--- src/rtl/ram_burst_pkg.sv ---
// Shared types and default sizes for the RAM burst controller.
// Optional feature macro: RAM_BURST_WRAP_EN (address wrap instead of rejecting
// bursts that would run past the top of the RAM).
package ram_burst_pkg;

   // Burst controller states
   typedef enum logic [1:0] {
      IDLE  = 2'd0,
      WRITE = 2'd1,
      READ  = 2'd2,
      DRAIN = 2'd3
   } state_t;

   localparam int DEF_ADDR_W = 12;
   localparam int DEF_DATA_W = 8;
   localparam int DEF_LEN_W  = 8;
   localparam int DEF_RD_LAT = 1;
   localparam int RAM_DEPTH  = 1 << DEF_ADDR_W;

endpackage

--- src/rtl/ram_rd_buf.sv ---
// Small synchronous FIFO that absorbs RAM read data so the read stream can be
// back-pressured. Depth is sized by the caller to the read-credit limit.
module ram_rd_buf #(
   parameter  int DATA_W = 8,
   parameter  int DEPTH  = 2,
   localparam int PTR_W  = (DEPTH > 1) ? $clog2(DEPTH) : 1,
   localparam int CNT_W  = $clog2(DEPTH + 1)
) (
   input  logic              clk,
   input  logic              flush,
   input  logic              push,
   input  logic [DATA_W-1:0] din,
   input  logic              pop,
   output logic [DATA_W-1:0] dout,
   output logic [CNT_W-1:0]  count
);

   logic [DATA_W-1:0] mem [DEPTH];
   logic [PTR_W-1:0]  wr_ptr;
   logic [PTR_W-1:0]  rd_ptr;

   function automatic logic [PTR_W-1:0] ptr_next(input logic [PTR_W-1:0] p);
      if (p == PTR_W'(DEPTH - 1)) return '0;
      return p + PTR_W'(1);
   endfunction

   // Storage array: written on push, no reset needed
   always_ff @(posedge clk) begin
      if (push) mem[wr_ptr] <= din;
   end

   // Pointers and occupancy; flush empties the buffer
   always_ff @(posedge clk) begin
      if (flush) begin
         wr_ptr <= '0;
         rd_ptr <= '0;
         count  <= '0;
      end else begin
         if (push) wr_ptr <= ptr_next(wr_ptr);
         if (pop)  rd_ptr <= ptr_next(rd_ptr);
         case ({push, pop})
            2'b10:   count <= count + CNT_W'(1);
            2'b01:   count <= count - CNT_W'(1);
            default: count <= count;
         endcase
      end
   end

   assign dout = mem[rd_ptr];

endmodule

--- src/rtl/ram_burst_ctrl.sv ---
// Burst access controller in front of a single-port synchronous RAM.
// One command (direction, start address, length) becomes a run of per-byte
// RAM accesses. Reads are credit-limited so a small buffer covers the RAM's
// fixed read latency under downstream backpressure.
// Optional feature macro: RAM_BURST_WRAP_EN.
//
// Handshakes: every valid/ready pair transfers exactly one item on a rising
// edge where both are high; valid never depends on ready of the same channel,
// and the data fields are meaningful only while valid is high.
module ram_burst_ctrl
   import ram_burst_pkg::*;
#(
   parameter int ADDR_W = DEF_ADDR_W,
   parameter int DATA_W = DEF_DATA_W,
   parameter int LEN_W  = DEF_LEN_W,
   parameter int RD_LAT = DEF_RD_LAT
) (
   input  logic              clk,
   input  logic              reset,
   input  logic              cmd_valid,
   output logic              cmd_ready,
   input  logic              cmd_write,
   input  logic [ADDR_W-1:0] cmd_addr,
   input  logic [LEN_W-1:0]  cmd_len,
   input  logic              wr_valid,
   output logic              wr_ready,
   input  logic [DATA_W-1:0] wr_data,
   output logic              rd_valid,
   input  logic              rd_ready,
   output logic [DATA_W-1:0] rd_data,
   output logic              ram_we,
   output logic [ADDR_W-1:0] ram_addr,
   output logic [DATA_W-1:0] ram_din,
   input  logic [DATA_W-1:0] ram_dout,
   output logic              busy,
   output logic              done,
   output logic              cmd_err,
   output state_t            dbg_state
);

   localparam int BUF_DEPTH = RD_LAT + 1;
   localparam int CNT_W     = $clog2(BUF_DEPTH + 1);

   state_t              state;
   logic [ADDR_W-1:0]   addr;
   logic [LEN_W:0]      iss_rem;   // beats still to issue / write
   logic [LEN_W:0]      pop_rem;   // read beats still to hand downstream
   logic [RD_LAT-1:0]   vld_sr;    // marks RAM reads in flight
   logic [CNT_W-1:0]    outstanding;
   logic [CNT_W-1:0]    buf_count;
   logic                issue;
   logic                pop;
   logic                overflow;
   logic [LEN_W:0]      beats;

   assign beats = (LEN_W+1)'(cmd_len) + (LEN_W+1)'(1);

`ifdef RAM_BURST_WRAP_EN
   assign overflow = 1'b0;
`else
   logic [ADDR_W:0] end_addr;
   assign end_addr = {1'b0, cmd_addr} + (ADDR_W+1)'(cmd_len);
   assign overflow = end_addr[ADDR_W];
`endif

   // Count reads in flight; a read may issue while in-flight plus buffered
   // stays within the buffer depth, counting a pop in this cycle as freed
   always_comb begin
      int used;
      outstanding = '0;
      for (int i = 0; i < RD_LAT; i++) begin
         outstanding = outstanding + CNT_W'(vld_sr[i]);
      end
      used  = int'(outstanding) + int'(buf_count);
      issue = (state == READ) && (used < BUF_DEPTH + int'(pop));
   end

   assign rd_valid  = (buf_count != '0);
   assign pop       = rd_valid && rd_ready;
   assign cmd_ready = (state == IDLE) && !done && !cmd_err;
   assign wr_ready  = (state == WRITE);
   assign busy      = (state != IDLE);
   assign ram_we    = reset && (state == WRITE) && wr_valid;
   assign ram_addr  = addr;
   assign ram_din   = wr_data;
   assign dbg_state = state;

   // Burst FSM: command latch, address walk, beat counting, status pulses
   always_ff @(posedge clk) begin
      if (!reset) begin
         state   <= IDLE;
         addr    <= '0;
         iss_rem <= '0;
         pop_rem <= '0;
         done    <= 1'b0;
         cmd_err <= 1'b0;
      end else begin
         done    <= 1'b0;
         cmd_err <= 1'b0;
         case (state)
            IDLE: begin
               if (cmd_valid && cmd_ready) begin
                  if (overflow) begin
                     cmd_err <= 1'b1;
                  end else begin
                     addr    <= cmd_addr;
                     iss_rem <= beats;
                     pop_rem <= beats;
                     state   <= cmd_write ? WRITE : READ;
                  end
               end
            end
            WRITE: begin
               if (wr_valid) begin
                  addr    <= addr + ADDR_W'(1);
                  iss_rem <= iss_rem - (LEN_W+1)'(1);
                  if (iss_rem == (LEN_W+1)'(1)) begin
                     state <= IDLE;
                     done  <= 1'b1;
                  end
               end
            end
            READ: begin
               if (issue) begin
                  addr    <= addr + ADDR_W'(1);
                  iss_rem <= iss_rem - (LEN_W+1)'(1);
                  if (iss_rem == (LEN_W+1)'(1)) state <= DRAIN;
               end
               if (pop) pop_rem <= pop_rem - (LEN_W+1)'(1);
            end
            DRAIN: begin
               if (pop) begin
                  pop_rem <= pop_rem - (LEN_W+1)'(1);
                  if (pop_rem == (LEN_W+1)'(1)) begin
                     state <= IDLE;
                     done  <= 1'b1;
                  end
               end
            end
            default: state <= IDLE;
         endcase
      end
   end

   // Read-latency tag pipe: the last stage marks ram_dout as valid read data
   always_ff @(posedge clk) begin
      if (!reset) begin
         vld_sr <= '0;
      end else begin
         for (int i = RD_LAT - 1; i > 0; i--) begin
            vld_sr[i] <= vld_sr[i-1];
         end
         vld_sr[0] <= issue;
      end
   end

   ram_rd_buf #(
      .DATA_W (DATA_W),
      .DEPTH  (BUF_DEPTH)
   ) u_rd_buf (
      .clk   (clk),
      .flush (!reset),
      .push  (vld_sr[RD_LAT-1]),
      .din   (ram_dout),
      .pop   (pop),
      .dout  (rd_data),
      .count (buf_count)
   );

endmodule

--- config.mk ---
export PLATFORM = sky130hd
export DESIGN_NAME = ram_burst_ctrl
export DESIGN_NICKNAME = d
export VERILOG_FILES = /design/src/rtl/ram_burst_pkg.sv /design/src/rtl/ram_rd_buf.sv /design/src/rtl/ram_burst_ctrl.sv
export SDC_FILE = /design/constraint.sdc
export NUM_CORES = 1
export LEC_CHECK = 0
export BUFFER_PORTS_ARGS = -buffer_cell sky130_fd_sc_hd__buf_2
export CORE_ASPECT_RATIO = 0.75
export CORE_MARGIN = 2
export CORE_UTILIZATION = 54
export DETAILED_ROUTE_END_ITERATION = 12
export HOLD_SLACK_MARGIN = 0.12
export PLACE_DENSITY = 0.79
export SLEW_MARGIN = 20
export SYNTH_ARGS = -nofsm -noshare
export SYNTH_HDL_FRONTEND = slang
export SYNTH_SLANG_ARGS = --single-unit
--- constraint.sdc ---
create_clock -name clk -period 2.1 [get_ports clk]
set_input_delay 0.21 -clock clk [delete_from_list [all_inputs] [get_ports clk]]
set_output_delay 0.21 -clock clk [all_outputs]
set_load 0.01 [all_outputs]
==> results.yml, run 1 <==
outcome:
  status: "finished clean"
routing:
  vias: 3313
  dr.pass1.iters: 5
  wirelength_um: 8880
  wire_per_inst_um: 16.0
  via_per_inst: 5.98
  first_iter_violations: 237
  drc: 0
  ant_nets: 0
power:
  switching_share_pct: 45.8
  pwr-share-comb_pct: 61.1
  report.power.total_mw: 6.09
  powerDensity_nw_per_um2: 1450
  power_frac_clock_pct: 10.6
  p_int_mw: 3.30
  ir_drop_uv: 1820
  power_switching_mw: 2.79
  seq_power_share_pct: 28.3
  p_leak_nw: 1.69
sta:
  slew_headroom_pct: 45.6
  finalCritPeriodShare_pct: 97.3
  hold_slack_ns: 0.225
  fin_crit_ns: 2.04
  finalHoldViolCount: 0
  setup_viol: 0
  clock.fmax_mhz: 489
  slew_violations: 0
  rsz0062_at_grt: "yes"
  tightest_slew_ns: 0.809
  fin_ws_ns: 0.0563
  finalClockSkew_ns: 0.0124
clock_tree:
  clk_latency_ns: 0.32
  cts-root-buf: "clkbuf_8"
  htree_levels: 2
  clk_pin_slew_worst_paths_ns: 0.12
  clock_sinks: 56
  cts_made_buffers: 5
  clk_path_buf_depth: 2
  cts_tree: "built"
yosys:
  yosysMostFrequentCell: "dfxtp_1"
  yosys_warnings: 0
  ys_types: 53
  ys_seq_area_share_pct: 37.6
  async_reset_ff_share_pct: 0
  synth_cells: 393
  synth_seq_cells: 56
  synth_edf_count: 16
  synth_area_leaders: "dfxtp_1, edfxtp_1, ha_1, a21oi_1, o21ai_0"
  postSynthAreaPerCell_um2: 8.67
  synthesis.area_um2: 3410
  synthFlopType: "dfxtp_1"
  synth_nets: 456
  yosys.area.top_type: "dfxtp_1"
  yosys.area.top_type_share_pct: 23.5
  synthTopCellsByCount: "dfxtp_1, a21oi_1, nand2_1"
cells_and_area:
  regArea_um2: 1280
  utilization_pct: 67.6
  multi_input_area_um2: 1970
  fin_nets: 535
  area_growth_syn_to_layout_pct: 22.9
  layout.cells.non_filler: 554
  fillers: 504
  layout-drive-gt1-share_pct: 27.7
  antenna_cells: 0
global_routing:
  antenna_found_initial: 0
  track_usage_pct: 23.8
  grt_pass1_vias: 2819
  grt.overflow.total: 0
  grt_pass1_wl_um: 13200
  grt_max_degree: 32
die:
  ios: 79
  die_area_um2: 6970
  core_um2: 6190
  std_cell_rows: 25
  die_x_um: 95.7
  initial_core_util_pct: 55.0
  fp.dieH_um: 72.8
critical_path:
  end_kind: "register"
  reg2regPathDepth: 8
  required_ns: 2.30
  worstPathArrival_ns: 2.25
  worstPathMaxFanout: 7
  start_kind: "register"
  critPathKind: "reg -> reg"
place:
  placedCellCount: 530
  gp_congestion: 0.921
  dp_hpwl_um: 5920
  dp_slack_ns: -0.0693
  portBuffers: 62
worst_hold_path:
  hold_class: "in -> reg"
  hold_path_depth: 3
job:
  maxCapViolCount: 0
-- final timing paths --
path,slack (ns),endpoint,from
max reg2reg,0.06,iss_rem[3],u_rd_buf.count[0]
min reg2reg,0.50,ram_addr[11],ram_addr[11]
min,0.22,cmd_err,cmd_valid
max,0.06,iss_rem[3],u_rd_buf.count[0]
-- power by group through the flow --
stage	Sequential [mW]	Combinational [mW]	Clock [mW]
2_1_floorplan	1.71	2.22	0
3_3_place_gp	1.71	3.06	0
3_5_place_dp	1.73	3.18	0
4_1_cts	1.70	3.24	0.639
5_1_grt	1.77	4.03	0.677
6_report	1.72	3.72	0.644
-- stage by stage --
step           instance area [µm²]  TNS (ns)
2_1_floorplan                 3410         0
3_3_place_gp                  3830         0
3_5_place_dp                  3830    -0.185
4_1_cts                       4020         0
5_1_grt                       4190    -0.158
6_report                      4190         0
-- timing repair --
| item | CTS | global route |
|---|---|---|
| endpoints found under the hold margin | 16 | 0 |
| hold buffers | 8 | 0 |
| endpoints found under the setup margin | 2 | 28 |
| buffers inserted | 0 | 6 |
| resized for setup | 2 | 21 |
| pin swaps | 0 | 5 |
| gates cloned | 0 | 2 |
-- critical path, stage by stage (launching register included) --
cell and delay (ns):
dfxtp_2 0.35, ha_4 0.16, ha_4 0.22, o211a_1 0.14, a221oi_4 0.33, o211ai_4 0.26
buf_12 0.21, a21oi_1 0.17, o32ai_2 0.09
-- placed cells by master (no fill, tap or decap), types with 3 or more instances in the layout --
| cell type | instances |
|---|---|
| buf_2 | 62 |
| a21oi_1 | 39 |
| dfxtp_1 | 38 |
| nor2_1 | 33 |
| nand2_1 | 33 |
| buf_4 | 24 |
| o21ai_0 | 23 |
| ha_1 | 19 |
| inv_1 | 18 |
| edfxtp_1 | 16 |
| nand3_1 | 14 |
| o22ai_1 | 10 |
| nor3_1 | 9 |
| o31ai_1 | 9 |
| mux2_2 | 8 |
| dlygate4sd3_1 | 8 |
| nand2b_1 | 6 |
| xor2_1 | 6 |
| o211ai_1 | 6 |
| o21ai_1 | 5 |
| clkbuf_8 | 5 |
| xnor2_1 | 4 |
| nand4_1 | 4 |
| a31oi_1 | 4 |
| nand4b_1 | 4 |
| a211oi_1 | 4 |
| o21ai_2 | 3 |
| or2_2 | 3 |
| and4_1 | 3 |
| nor2b_1 | 3 |
| nor3b_1 | 3 |
| or3_1 | 3 |
| buf_6 | 3 |
-- flip-flops by register name, indices dropped and copies added, names as in the netlist, named ones only --
register,cells
u_rd_buf.rd_ptr,1
vld_sr,1
cmd_err,1
u_rd_buf.wr_ptr,1
u_rd_buf.count,2
ram_addr,12
dbg_state,2
u_rd_buf.mem,16
pop_rem,9
done,1
iss_rem,9
-- per-layer routing --
layer  share of wire, %  routed length, µm  global-route usage [%]
met1                 46               4130                    35.2
met2                 46               4060                    36.4
met3                6.7                599                    3.62
met4                1.0                 91                    6.83
met5                  0                  0                       0
-- area by class of cell --
type | count | share of cell area [%]
clock buffer | 5 | 1.64
inverter | 18 | 1.61
multi-input combinational | 291 | 47.0
clock inverter | 3 | 0.657
sequential | 56 | 30.7
timing repair buffer | 100 | 16.0
tap | 81 | 2.42
-- cells by family (layout without fill, tap and decap cells) --
logic type	count (synthesis)	count (layout)	share of synthesized area, %
AO/OA/AOI/OAI	121	122	22.7
buffers and inverters	47	126	6.94
XOR/XNOR	10	10	2.57
adder cells (fa/ha/maj)	21	21	7.71
flip-flops	56	56	37.6
multiplexers	9	9	2.94
AND/OR/NAND/NOR	129	129	19.5
Note: power is estimated with default switching activity, not from simulation.
==> run 2, diff against run 1 <==
- REMOVE_ABC_BUFFERS: not set -> 1
==> run 2 against run 1 <==
Net effect:
- critical path depth up 1
- clock power down 3.6%
- power down 3.2%
- sequential cell count unchanged
- core utilization down 1.4 points
- combinational power down 4%
- sequential power about the same
- count of clock-buffer cells in the layout unchanged
- routed wire length down 2.3%
- non-clock buffer count down 8
==> results.yml, run 2 (synthesis results as in run 1) <==
critical_path:
  start_kind: "register"
  required_ns: 2.30
  r2r_start: "dbg_state[1]"
  crit_path_top_delay_cell: "dfxtp_1"
  max_stage_delay_ns: 0.37
  path_cells: "inv_1 -> buf_4 -> ha_2 -> a221oi_4 -> o211ai_4 -> buf_6 -> clkbuf_16 -> a21oi_1 -> o32ai_1"
  worstPathMaxFanout: 21
  end_kind: "register"
  worstPathArrival_ns: 2.22
  critPathKind: "reg -> reg"
  critPathLaunch: "dbg_state[1]"
global_routing:
  grt.overflow.total: 0
  grt_max_degree: 43
  grt_pass1_wl_um: 13100
  track_usage_pct: 23.9
  grt_pass1_vias: 2774
  antenna_found_initial: 0
routing:
  dr.pass1.iters: 5
  ant_nets: 0
  drc: 0
  first_iter_violations: 229
  wire_per_inst_um: 15.9
  vias: 3230
  via_per_inst: 5.93
  wirelength_um: 8680
die:
  die_x_um: 95.7
  ios: 79
  initial_core_util_pct: 55.0
  core_um2: 6190
  die_area_um2: 6970
  std_cell_rows: 25
  fp.dieH_um: 72.8
clock_tree:
  cts_made_buffers: 5
  cts-root-buf: "clkbuf_8"
  clock_sinks: 56
  clk_pin_slew_worst_paths_ns: 0.11
  htree_levels: 2
  cts_tree: "built"
  clk_latency_ns: 0.32
  clk_path_buf_depth: 2
cells_and_area:
  area_growth_syn_to_layout_pct: 20.3
  layout-drive-gt1-share_pct: 26.1
  final_common_cell: "buf_2"
  regMostFlops: "u_rd_buf.mem"
  fin_nets: 526
  antenna_cells: 0
  final_cell_mix: "buf_2, dfxtp_1, a21oi_1"
  largest_reg_flops: 16
power:
  power_switching_mw: 2.68
  power_frac_clock_pct: 10.5
  seq_power_share_pct: 28.9
  ir_drop_uv: 750
  pwr-share-comb_pct: 60.5
  report.power.total_mw: 5.90
  p_int_mw: 3.22
  switching_share_pct: 45.4
  powerDensity_nw_per_um2: 1440
  p_leak_nw: 1.66
worst_hold_path:
  hold_class: "in -> reg"
  worstHoldStart: "cmd_valid"
sta:
  clock.fmax_mhz: 495
  hold_slack_ns: 0.232
  finalClockSkew_ns: 0.0128
  slew_headroom_pct: 48.6
  setup_viol: 0
  fin_crit_ns: 2.02
  slew_violations: 0
  finalCritPeriodShare_pct: 96.2
  finalHoldViolCount: 0
  tightest_slew_ns: 0.768
place:
  portBuffers: 62
  dp_hpwl_um: 5940
  gp_congestion: 0.903
job:
  maxCapViolCount: 0
outcome:
  status: "finished clean"
run 2: final cells by class:
type,instances,area (µm²)
Tap cell,81,101
Clock buffer,5,68.8
Clock inverter,3,25.0
Inverter,18,67.6
Multi-Input combinational cell,290,1930
Sequential cell,56,1280
Timing Repair Buffer,92,624
Fill cell,508,2090
run 2: timing repair:
action                                  4_1_cts  5_1_grt
endpoints found under the hold margin        16        0
setup buffers                                 0        1
resized for setup                             0       13
hold buffers                                  8        0
endpoints found under the setup margin        0       13
run 2: layer usage:
layer	routed length (µm)	global-route usage, %
met3	721	7.13
met4	57	3.81
met1	3910	33.4
met2	3990	37.4
met5	0	0
run 2: final timing paths:
kind / to / slack [ns] / depth (start not counted)
hold reg to reg: ram_addr[11] / 0.50 / 2
hold / removal: cmd_err / 0.23 / 3
setup reg to reg: iss_rem[4] / 0.08 / 9
setup / recovery: iss_rem[4] / 0.08 / 9
run 2: power groups by stage:
stage	Clock, mW	Sequential (mW)	Combinational (mW)
after floorplan	0	1.72	2.05
after global placement	0	1.70	3.05
after detailed placement	0	1.72	3.16
after CTS	0.635	1.69	3.18
after global routing	0.679	1.75	3.92
final	0.621	1.71	3.57
run 2: metrics by stage:
| stage | instance area, µm² | setup TNS, ns | setup WS, ns | std cells | util (%) |
|---|---|---|---|---|---|
| floorplan | 3240 | -17.85 | -0.952 | 364 | - |
| global placement | 3800 | 0 | 0.0536 | 525 | 61.3 |
| detailed placement | 3800 | 0 | 0.0589 | 525 | 61.3 |
| CTS | 3970 | 0 | 0.0568 | 541 | 64.1 |
| global route | 4100 | -0.00171 | -0.00171 | 545 | 66.2 |
| finish | 4100 | 0 | 0.0802 | 545 | 66.2 |
run 2: worst max-delay path, delay by kind of cell (launching register included):
kind | cells | cell delay [ns]
buf+inv | 4 | 0.57
fa+ha+maj | 1 | 0.21
flops | 1 | 0.37
compound gates | 4 | 0.76
==> run 3, diff against run 2 <==
- CTS_CLUSTER_DIAMETER: not set -> 120
- clock period: 2.1 -> 1.9 ns (I/O delays scaled with it)
==> run 3 against run 2 <==
Net effect:
- the run now ends with setup timing left
- sequential share of layout area decreased by 1.4 points
- fmax increased by 3.4%
- sequential power increased by 11%
- final cell count increased by 2.8%
- global-route usage increased by 1.7 points
- via count increased by 1.8%
- clock power increased by 14%
- power increased by 18%
- register-to-register slack got worse by 0.13 ns
- sequential cell count unchanged
- critical endpoint is now iss_rem[5]
- largest cell class unchanged
==> results.yml, run 3 (synthesis results as in run 1) <==
cells_and_area:
  utilization_pct: 69.5
  final_cell_mix: "buf_2, dfxtp_1, nor2_1, nand2_1, buf_4"
  layout-drive-gt1-share_pct: 31.9
  regArea_um2: 1280
  fillers: 493
  largest_reg_flops: 16
  fin_nets: 541
  final_common_cell: "buf_2"
  area_growth_syn_to_layout_pct: 26.3
  regMostFlops: "u_rd_buf.mem"
  multi_input_area_um2: 2050
  antenna_cells: 0
critical_path:
  start_kind: "register"
  path_common_cell: "ha_4"
  crit_family: "compound AO/OA/AOI/OAI gates"
  path_cells: "ha_4 -> ha_4 -> o211a_1 -> a221oi_4 -> o211ai_4 -> buf_12 -> o211ai_1 -> o31ai_2"
  max_stage_delay_ns: 0.36
  required_ns: 2.10
  worstPathArrival_ns: 2.16
  end_kind: "register"
  crit_buf_inv: 1
  crit_path_top_delay_cell: "dfxtp_2"
  worstPathMaxFanout: 7
  critPathKind: "reg -> reg"
sta:
  hold_slack_ns: 0.202
  setup_viol: 6
  finalHoldViolCount: 0
  slew_headroom_pct: 74.2
  clock.fmax_mhz: 512
  final.setup.tns_ns: -0.174
  slew_violations: 0
  tightest_slew_ns: 0.384
  finalCritPeriodShare_pct: 103
  fin_crit_ns: 1.95
  finalClockSkew_ns: 0.0118
  rsz0062_at_grt: "yes"
  fin_ws_ns: -0.0537
die:
  core_um2: 6190
  fp.dieH_um: 72.8
  die_area_um2: 6970
  die_x_um: 95.7
  ios: 79
  std_cell_rows: 25
  initial_core_util_pct: 55.0
routing:
  via_per_inst: 5.87
  wire_per_inst_um: 15.9
  first_iter_violations: 172
  ant_nets: 0
  vias: 3289
  wirelength_um: 8890
  dr.pass1.iters: 4
  drc: 0
global_routing:
  grt_use_met2_pct: 39.7
  grt_max_degree: 30
  grt_pass1_wl_um: 14100
  use_met3_pct: 5.48
  grt.overflow.total: 0
  track_usage_pct: 25.6
  busiest_layer: "met2"
  use_met1_pct: 36.8
  grt_pass1_vias: 2988
  antenna_found_initial: 0
clock_tree:
  clk_pin_slew_worst_paths_ns: 0.11
  cts_made_buffers: 5
  cts-root-buf: "clkbuf_8"
  cts_tree: "built"
  htree_levels: 2
  clk_latency_ns: 0.32
  clk_path_buf_depth: 2
  clock_sinks: 56
power:
  p_leak_nw: 1.74
  powerDensity_nw_per_um2: 1610
  ir_drop_uv: 1060
place:
  gp_congestion: 0.894
  portBuffers: 62
  dp_hpwl_um: 6110
job:
  maxCapViolCount: 0
outcome:
  status: "finished, violations left"
  violations: "setup timing"
worst_hold_path:
  hold_class: "in -> reg"
-- run 3: cell count changes in the layout (fill, tap and decap cells not counted), sizes merged --
cell,change
buf,+17
clkbuf,-2
-- run 3: area by class of cell --
cell class,count,share of cell area [%]
multi-input combinational,290,47.6
clock buffer,5,1.60
sequential,56,29.9
tap,81,2.36
timing repair buffer,107,16.4
clock inverter,3,0.582
inverter,18,1.57
-- run 3: report_power, final --
part	internal [mW]	switching, mW	leakage (nW)
Combinational	1.90	2.44	1.23
Sequential	1.55	0.344	0.473
Clock	0.270	0.436	0.0452
-- run 3: repair_timing --
| action | CTS | global route |
|---|---|---|
| gates cloned | 2 | 0 |
| pin swaps | 17 | 9 |
| resized for setup | 31 | 14 |
| hold buffers | 8 | 0 |
| endpoints found under the hold margin | 16 | 0 |
| buffers inserted | 1 | 1 |
| endpoints found under the setup margin | 20 | 30 |
-- run 3: path summary, 6_finish.rpt --
check                          from      endpoint  slack, ns  depth (start not counted)
setup / recovery  u_rd_buf.count[0]    iss_rem[5]      -0.05                          8
hold / removal            cmd_valid       cmd_err       0.20                          3
setup reg to reg  u_rd_buf.count[0]    iss_rem[5]      -0.05                          8
hold reg to reg        ram_addr[11]  ram_addr[11]       0.50                          2
-- run 3: metal layers --
layer | share of wire [%] | routed length (µm)
met1 | 47 | 4140
met2 | 46 | 4120
met3 | 6.5 | 577
met4 | 0.57 | 51
met5 | 0 | 0
-- run 3: tightest hold or removal path: stages --
cell	delay (ns)
buf_2	0.10
nand2_2	0.12
nor4b_1	0.07
-- run 3: per-stage QoR --
step	power, mW	cell area, µm²	setup slack (ns)	instances
5_1_grt	7.42	4300	-0.144	560
2_1_floorplan	4.17	3240	-1.15	364
3_3_place_gp	5.47	3930	-0.0808	542
3_5_place_dp	5.59	3930	-0.175	542
4_1_cts	6.85	4300	-0.0711	561
6_report	6.94	4300	-0.0537	560
